## src/rtl/ifu_inst_fetch_pkg.sv

```systemverilog
// Shared constants for the instruction-fetch unit: FSM encodings, AXI response
// codes and reset/default values.
package ifu_pkg_ysyx23060136;

    // Fetch FSM state encodings
    localparam logic [1:0] ST_IDLE = 2'd0;
    localparam logic [1:0] ST_ADDR = 2'd1;
    localparam logic [1:0] ST_DATA = 2'd2;
    localparam logic [1:0] ST_HOLD = 2'd3;

    // AXI read response codes
    localparam logic [1:0] RESP_OKAY = 2'b00;

    // addi x0, x0, 0
    localparam logic [31:0] IFU_INST_NOP = 32'h00000013;

    localparam logic [31:0] PC_RESET = 32'h00000000;

    localparam logic TRUE  = 1'b1;
    localparam logic FALSE = 1'b0;

endpackage

```

## src/rtl/ifu_inst_fetch_timeout.sv

```systemverilog
// 8-bit saturating cycle counter for the fetch data phase. o_expired is raised
// during the TIMEOUT-th enabled cycle after a clear.
module ifu_fetch_timeout #(
    parameter int unsigned TIMEOUT = 255
) (
    input  logic clk,
    input  logic rst,
    input  logic i_clr,
    input  logic i_en,
    output logic o_expired
);

    localparam logic [7:0] LIMIT = 8'(TIMEOUT - 1);

    logic [7:0] r_cnt;

    // Count enabled cycles, saturating at 8'hFF
    always_ff @(posedge clk or negedge rst) begin
        if (!rst) begin
            r_cnt <= 8'd0;
        end else if (i_clr) begin
            r_cnt <= 8'd0;
        end else if (i_en && (r_cnt != 8'hFF)) begin
            r_cnt <= r_cnt + 8'd1;
        end
    end

    assign o_expired = i_en & (r_cnt >= LIMIT);

endmodule

```

## src/rtl/ifu_inst_fetch.sv

```systemverilog
// Instruction fetch requester: turns each pc_change pulse into one AXI4-Lite
// read and hands the returned word to IF/ID through a valid/ready handshake.
// One pending PC slot buffers a redirect that arrives while a fetch is busy.
module ifu_inst_fetch
    import ifu_pkg_ysyx23060136::*;
#(
    parameter int unsigned       ADDR_W   = 32,
    parameter int unsigned       DATA_W   = 32,
    parameter int unsigned       TIMEOUT  = 255,
    parameter logic [DATA_W-1:0] INST_NOP = DATA_W'(IFU_INST_NOP)
) (
    input  logic              clk,
    input  logic              rst,
    input  logic [ADDR_W-1:0] IFU_i_pc,
    input  logic              pc_change,
    input  logic              BRANCH_flush,
    output logic [ADDR_W-1:0] ARADDR,
    output logic              ARVALID,
    input  logic              ARREADY,
    input  logic [DATA_W-1:0] RDATA,
    input  logic [1:0]        RRESP,
    input  logic              RVALID,
    output logic              RREADY,
    output logic [DATA_W-1:0] IFU_o_inst,
    output logic [ADDR_W-1:0] IFU_o_pc,
    output logic              IFU_o_valid,
    input  logic              IFU_i_ready,
    output logic              IFU_o_busy,
    output logic              IFU_o_fault
);

    logic [1:0]        r_state,   w_state_d;
    logic [ADDR_W-1:0] r_araddr,  w_araddr_d;
    logic [ADDR_W-1:0] r_opc,     w_opc_d;
    logic [DATA_W-1:0] r_inst,    w_inst_d;
    logic              r_pend,    w_pend_d;
    logic [ADDR_W-1:0] r_pend_pc, w_pend_pc_d;
    // r_drop: the in-flight beat belongs to a flushed fetch and ends it.
    // r_stale: a timed-out fetch may still return one beat; swallow it silently.
    logic              r_drop,    w_drop_d;
    logic              r_stale,   w_stale_d;
    logic              r_fault,   w_fault_d;

    logic              w_ar_hs;
    logic              w_r_hs;
    logic              w_stale_beat;
    logic              w_data_beat;
    logic              w_drop_eff;
    logic              w_pend_v;
    logic [ADDR_W-1:0] w_pend_pc;
    logic              w_expired;

    assign w_ar_hs      = (r_state == ST_ADDR) & ARREADY;
    assign w_r_hs       = RVALID & RREADY;
    assign w_stale_beat = w_r_hs & r_stale;
    assign w_data_beat  = w_r_hs & ~r_stale & (r_state == ST_DATA);
    assign w_drop_eff   = r_drop | BRANCH_flush;
    // Pending view after this cycle's flush (first) and pc_change (second)
    assign w_pend_v     = pc_change | (r_pend & ~BRANCH_flush);
    assign w_pend_pc    = pc_change ? IFU_i_pc : r_pend_pc;

    ifu_fetch_timeout #(
        .TIMEOUT (TIMEOUT)
    ) u_timeout (
        .clk       (clk),
        .rst       (rst),
        .i_clr     (w_ar_hs),
        .i_en      (r_state == ST_DATA),
        .o_expired (w_expired)
    );

    // Next-state logic for the fetch FSM and its datapath registers
    always_comb begin
        w_state_d   = r_state;
        w_araddr_d  = r_araddr;
        w_opc_d     = r_opc;
        w_inst_d    = r_inst;
        w_pend_d    = w_pend_v;
        w_pend_pc_d = w_pend_pc;
        w_drop_d    = r_drop;
        w_stale_d   = r_stale & ~w_stale_beat;
        w_fault_d   = r_fault;

        case (r_state)
            ST_IDLE: begin
                if (w_pend_v) begin
                    w_state_d  = ST_ADDR;
                    w_araddr_d = w_pend_pc;
                    w_pend_d   = FALSE;
                end
            end
            ST_ADDR: begin
                // The request cannot be withdrawn; a flush only marks its beat.
                if (BRANCH_flush) w_drop_d = TRUE;
                if (ARREADY) w_state_d = ST_DATA;
            end
            ST_DATA: begin
                if (w_data_beat) begin
                    if (w_drop_eff) begin
                        w_drop_d = FALSE;
                        if (w_pend_v) begin
                            w_state_d  = ST_ADDR;
                            w_araddr_d = w_pend_pc;
                            w_pend_d   = FALSE;
                        end else begin
                            w_state_d = ST_IDLE;
                        end
                    end else begin
                        w_state_d = ST_HOLD;
                        w_opc_d   = r_araddr;
                        if (RRESP != RESP_OKAY) begin
                            w_fault_d = TRUE;
                            w_inst_d  = INST_NOP;
                        end else begin
                            w_inst_d  = RDATA;
                        end
                    end
                end else if (w_expired) begin
                    w_fault_d = TRUE;
                    w_stale_d = TRUE;
                    w_drop_d  = FALSE;
                    if (w_drop_eff) begin
                        if (w_pend_v) begin
                            w_state_d  = ST_ADDR;
                            w_araddr_d = w_pend_pc;
                            w_pend_d   = FALSE;
                        end else begin
                            w_state_d = ST_IDLE;
                        end
                    end else begin
                        w_state_d = ST_HOLD;
                        w_opc_d   = r_araddr;
                        w_inst_d  = INST_NOP;
                    end
                end else if (BRANCH_flush) begin
                    w_drop_d = TRUE;
                end
            end
            default: begin // ST_HOLD
                // Flush and accept both release the slot; pending (if any) goes next.
                if (BRANCH_flush || IFU_i_ready) begin
                    if (w_pend_v) begin
                        w_state_d  = ST_ADDR;
                        w_araddr_d = w_pend_pc;
                        w_pend_d   = FALSE;
                    end else begin
                        w_state_d = ST_IDLE;
                    end
                end
            end
        endcase
    end

    // State registers, asynchronously cleared
    always_ff @(posedge clk or negedge rst) begin
        if (!rst) begin
            r_state   <= ST_IDLE;
            r_araddr  <= ADDR_W'(PC_RESET);
            r_opc     <= ADDR_W'(PC_RESET);
            r_inst    <= INST_NOP;
            r_pend    <= FALSE;
            r_pend_pc <= ADDR_W'(PC_RESET);
            r_drop    <= FALSE;
            r_stale   <= FALSE;
            r_fault   <= FALSE;
        end else begin
            r_state   <= w_state_d;
            r_araddr  <= w_araddr_d;
            r_opc     <= w_opc_d;
            r_inst    <= w_inst_d;
            r_pend    <= w_pend_d;
            r_pend_pc <= w_pend_pc_d;
            r_drop    <= w_drop_d;
            r_stale   <= w_stale_d;
            r_fault   <= w_fault_d;
        end
    end

    assign ARADDR      = r_araddr;
    assign ARVALID     = (r_state == ST_ADDR);
    assign RREADY      = (r_state == ST_DATA) | r_stale;
    assign IFU_o_valid = (r_state == ST_HOLD);
    assign IFU_o_inst  = IFU_o_valid ? r_inst : INST_NOP;
    assign IFU_o_pc    = r_opc;
    assign IFU_o_fault = r_fault;
    assign IFU_o_busy  = (r_state != ST_IDLE) &
                         ~((r_state == ST_HOLD) & IFU_i_ready & ~r_pend);

endmodule

```

## config.mk

```make
export PLATFORM = sky130hd
export DESIGN_NAME = ifu_inst_fetch
export DESIGN_NICKNAME = d
export VERILOG_FILES = /design/src/rtl/ifu_inst_fetch_pkg.sv /design/src/rtl/ifu_inst_fetch_timeout.sv /design/src/rtl/ifu_inst_fetch.sv
export SDC_FILE = /design/constraint.sdc
export NUM_CORES = 1
export LEC_CHECK = 0
export CAP_MARGIN = 20
export CORE_UTILIZATION = 30
export DETAILED_ROUTE_END_ITERATION = 6
export SKIP_LAST_GASP = 1
export SYNTH_ARGS = -nofsm -noshare
export SYNTH_HDL_FRONTEND = slang
export SYNTH_SLANG_ARGS = --single-unit
```

## constraint.sdc

```tcl
create_clock -name clk -period 2.5 [get_ports clk]
set_input_delay 0.375 -clock clk [delete_from_list [all_inputs] [get_ports clk]]
set_output_delay 0.375 -clock clk [all_outputs]
set_load 0.05 [all_outputs]
```

* After elaboration in Yosys (flattened, before gate mapping) *
Index checks and enable logic that the tools add are counted.

operators by class
  order comparisons = 1
  muxes and demuxes = 43
  bitwise logic cells = 21
  shifts and indexed selects = 0
  $add $sub $neg = 1
  reduce and logical (&&, ||, !) cells = 16
  $mul = 0
  div/mod/pow operators = 0
  equal/unequal tests = 10

operators with widths
  cell                 number
  $mux 32              15
  $pmux 32 s3          1
  $mux 1               16
  $mux 8               2
  $mux 2               6
  $and 1x1->1          11
  $reduce_bool 2->1    5
  $add 8x1->8 const B  1
  $ge 8x8->1 const B   1
  $ne 8x8->1 const B   1
  $reduce_and 4->1     2
  $not 1->1            7
  $ne 3x3->1 const B   2
  $pmux 2 s3           1
  $reduce_and 3->1     2
  $eq 2x2->1 const B   2
  $ne 2x1->1 const B   2
  $ne 2x2->1 const B   2
  $reduce_and 2->1     2
  $reduce_bool 4->1    1
  $or 1x1->1           3
  $pmux 1 s3           1
  $reduce_bool 3->1    1
  $eq 2x1->1 const B   1
  4 further kinds      4

word-level totals
  flip-flop bits (word level) = 142
  bits of input ports = 73
  memories = 0
  latch bits = 0
  bits in writable memories = 0
  memory bits (read-only) = 0
  logic and storage cells = 102

* Depth between registers and ports, before layout *
  word-level depth = 9
  gate-level depth with buffers = 7

* By module *
Synthesis repeated with hierarchy kept, for this count alone.

unflattened totals
  cell total of the unflattened synthesis = 487
  area total of the unflattened synthesis = 6017.0 um2

by module, submodules not included
  module             area an instance (um2)  sequential area each (um2)  times used  cells an instance
  ifu_inst_fetch     5525.3                  3357.0                      1           435
  ifu_fetch_timeout  491.7                   200.2                       1           52

* Worst setup path before layout *
OpenSTA, ideal clock, no wires.

  kind = register to output
  start = reg r_state[1]
  end = out IFU_o_busy
  buffers on the path = 2
  arrival time = 1.963 ns
  cell stages (with the launch flop) = 5
  setup slack = 0.162 ns
  cell sequence = dfrtp_1 clkbuf_1 and2_0 clkbuf_1 a31oi_1

between the ends
  longest elaborated chain between the ends = 5
  elaborated cells between the ends (all ways) = 6
  classes of those cells = eq/ne (1); bitwise (4); reduce/logical (1)

RTL lines
  what                      RTL line               RTL
  start: declaration        ifu_inst_fetch.sv:32   logic [1:0] r_state, w_state_d;
  start signal: assignment  ifu_inst_fetch.sv:167  r_state <= w_state_d;
  $eq 2x2->1                -
  via IFU_o_valid           ifu_inst_fetch.sv:26   output logic IFU_o_valid,
  $and 1x1->1 (2 in a row)  ifu_inst_fetch.sv:187  ~((r_state == ST_HOLD) & IFU_i_ready & ~r_pend);
  $not 1->1                 ifu_inst_fetch.sv:187
  $and 1x1->1               ifu_inst_fetch.sv:186  assign IFU_o_busy = (r_state != ST_IDLE) &
  end: declaration          ifu_inst_fetch.sv:28   output logic IFU_o_busy,

The timed path passes the listed nets, and every way through them passes these cells.

* Final worst setup path *
  start = reg u_timeout.r_cnt[0]
  end = reg r_opc[31] (netlist: IFU_o_pc[31])

between the ends
  longest elaborated chain between the ends = 4

RTL lines
  what                         RTL line                      RTL
  start: declaration           ifu_inst_fetch_timeout.sv:15  logic [7:0] r_cnt;
  start signal: assignment     ifu_inst_fetch_timeout.sv:24  r_cnt <= r_cnt + 8'd1;
  $ge 8x8->1                   ifu_inst_fetch_timeout.sv:28  assign o_expired = i_en & (r_cnt >= LIMIT);
  $and 1x1->1                  ifu_inst_fetch_timeout.sv:28
  $reduce_bool 2->1 (no line)  -
  $reduce_and 2->1 (no line)   -
  end signal: assignment       ifu_inst_fetch.sv:159         r_opc <= ADDR_W'(PC_RESET);
  end signal: assignment       ifu_inst_fetch.sv:169         r_opc <= w_opc_d;
  end: declaration             ifu_inst_fetch.sv:34          logic [ADDR_W-1:0] r_opc, w_opc_d;

No other way between the ends.
A chain may end at the register's enable or synchronous reset.

==> key figures <==
Setup path
  • Critical-path cell list: inv_1, ha_1, o211ai_2, nor2_4, o21ai_4, buf_12, mux2_2
  • Worst Setup Start Kind: flop
  • Critical path capture point type: flop
  • Worst reg-to-reg setup slack: between 0.1 and 0.15 ns
  • Arrival time worst endpoint: approximately 2.7 ns
  • CP required: approximately 2.8 ns
  • WS Path Type: reg2reg
  • Critical-path top delay cell: o21ai_4
  • Worst path max stage delay: around 0.56 ns
  • CP Max Fanout: 21

Cells and area
  • Final core occ: a little under half
  • Syn-to-layout area delta: 50.11%
  • Most common cell after layout, fill and taps aside: dfrtp_1
  • Register area: around 3600 um^2
  • Layout Nets: ~670
  • Multi-input logic area: approximately 2200 um^2
  • Number of diodes: 0
  • Layout cell share with drive strength beyond 1: 31.79%
  • Most frequent cells in the layout: dfrtp_1, clkdlybuf4s50_1, mux2_2, buf_12
  • Layout fillers: 1748
  • Design Area, Final: 8925 um^2

Synthesis
  • Register area share after synthesis: roughly three fifths
  • Yosys warning total: 0
  • Average size of a mapped cell: 14.50 um^2
  • Synth async-reset ratio: 100.0%
  • Post-synth cell types: 43
  • Net Count, Synth: 485
  • Yosys reg bits: 142
  • Ys flop type: dfrtp_1
  • Post-synth EDFFs: 0
  • Post-Syn Area: 5946 um^2
  • Synth Instances: between 400 and 500

Die
  • Die W: approximately 140 um
  • Top Ports: 174
  • Row Count: roughly 50
  • Core Footprint: 19460 um^2
  • Die height: roughly 140 um
  • Die area: 20390 um^2
  • Initial core utilization: about 30%

Global route
  • Initial antenna violation count: 0
  • Largest net degree at the start of global routing: 70
  • Vias in the first global route: about 4400
  • First-pass GRT wire length: 23650 um
  • Congestion Overflow GR: 0
  • Gr usage total: between 10% and 20%

Drt
  • DR WL/cell: between 15 and 20 um
  • Antenna-violating nets left: 0
  • DRC violations left: 0
  • Initial DRC Count: 137
  • DR pass1 iterations: 4
  • Vias: between 4000 and 5000
  • Vias/cell: approximately 4.7
  • Post-Route WL: between 10000 and 15000 um

Placement
  • Setup WS pre-CTS: roughly 0.15 ns
  • Placer congestion estimate: approximately 0.77
  • Detailed placement HPWL: 10160 um
  • # port buffers: 173
  • Placement Cell Area: between 8000 and 9000 um^2

Clock network
  • H-tree depth: 4
  • Postcts setup bufs: 0
  • Num Clock Sinks: about 140
  • Clock root buffer master: clkbuf_16
  • CTS max path bufs: 2
  • Skew-Pair Late Insertion Delay: just over 0.4 ns
  • Post-CTS Resized: 0
  • Clock transition at path regs: ~0.06 ns
  • CTS tree: yes
  • CTS buffer count: 17
  • CTS Hold Buffers Added: 1

Timing
  • Max-slew violations: 0
  • Hold Fails Final Rpt: 0
  • Layout Skew: 0.006013 ns
  • Final setup TNS: 0 ns
  • Relative slew slack: 55.47%
  • Final setup viols: 0
  • RSZ-0062 raised after global routing: no
  • Final period utilization: between 90% and 100%
  • Fmax: about 0.42 GHz
  • Final Worst Setup Slack: about 0.14 ns
  • Tmin final: approximately 2.4 ns
  • Slew @ Worst Pin: 0.6655 ns

Run status
  • Status: complete, no violations

Flow run
  • Max-cap violations: 0

Min path
  • Min-Delay Path Class: reg2reg

Power
  • Peak VDD IR: around 0.81 mV
  • Static Leak: 0.004090 uW
  • Pwr dens: ~1200 nW/um^2
metal layers:
| layer | vias to the layer above | part of all wire [%] | global-route usage, % | wire, um |
|---|---|---|---|---|
| li1 | 1859 | - | - | - |
| met3 | 11 | 7.2 | 5.567 | 1040 |
| met1 | 2048 | 43 | 18.81 | 6178 |
| met4 | 0 | 1.1 | 4.471 | 154 |
| met5 | - | 0 | 0 | 0 |
| met2 | 126 | 49 | 24.77 | 7090 |
path summary, 6_finish.rpt:
check / startpoint / end / cells after the start
setup / recovery: u_timeout.r_cnt[0] / IFU_o_pc[31] / 7
hold / removal: IFU_o_fault / IFU_o_fault / 1
setup reg to reg: u_timeout.r_cnt[0] / IFU_o_pc[31] / 7
hold reg to reg: IFU_o_fault / IFU_o_fault / 1
max in group asynchronous: rst / r_inst[15] / 3
min in group asynchronous: rst / r_inst[16] / 2
through the flow:
step,std cells,hold WS [ns],total power (uW)
after CTS,869,0.4806,10940
after detailed placement,836,0.4212,8436
after floorplan,410,0.07941,6633
final,869,0.4799,10800
after global routing,869,0.4895,11320
after global placement,836,0.4175,8355
cells in the mapped netlist (7+ instances only):
cell	instances	share of area [%]
o21ai_0	7	0.59
mux2_4	30	7.6
dfrtp_1	139	59
inv_1	9	0.57
and3_1	30	3.2
mux2_2	66	12
buf_2	10	0.84
nand3_1	9	0.76
a22o_1	29	4.3
nand2_1	9	0.57
clkbuf_1	10	0.63
cells by family after synthesis:
kind of cell / synth area share (%)
flops: 59.83
mux: 20.24
compound gates: 8.691
buf+inv: 3.304
fa+ha+maj: 0.4208
simple gates: 7.513
registers in the layout, indices dropped and copies added (netlist names), 2 cells and up:
name,cells
r_inst,32
IFU_o_pc,32
r_pend_pc,32
ARADDR,32
u_timeout.r_cnt,8
r_state,2
layout make-up:
class | instances | area share, %
clock buffers | 18 | 4.809
clock inverters | 14 | 1.486
inverters | 9 | 0.3785
multi-input cells | 232 | 24.56
flip-flops and latches | 142 | 39.86
well taps | 265 | 3.715
repair buffers | 189 | 25.19
worst max-delay path: cells and delay by family (launching register included):
| family | cells | cell delay [ns] |
|---|---|---|
| AOI/OAI and AO/OA | 2 | 0.82 |
| muxes | 1 | 0.35 |
| DFF | 1 | 0.43 |
| buffers and inverters | 2 | 0.32 |
| adders and majority gates | 1 | 0.20 |
| and+or+nand+nor | 1 | 0.09 |
report_power, final:
group	internal (uW)	total, uW	switching [uW]
clock network	1390	2430	1040
registers	3000	3520	523
logic	2030	4850	2820
total	6410	10800	4390
No activity file was read; power rests on OpenSTA's default activity.
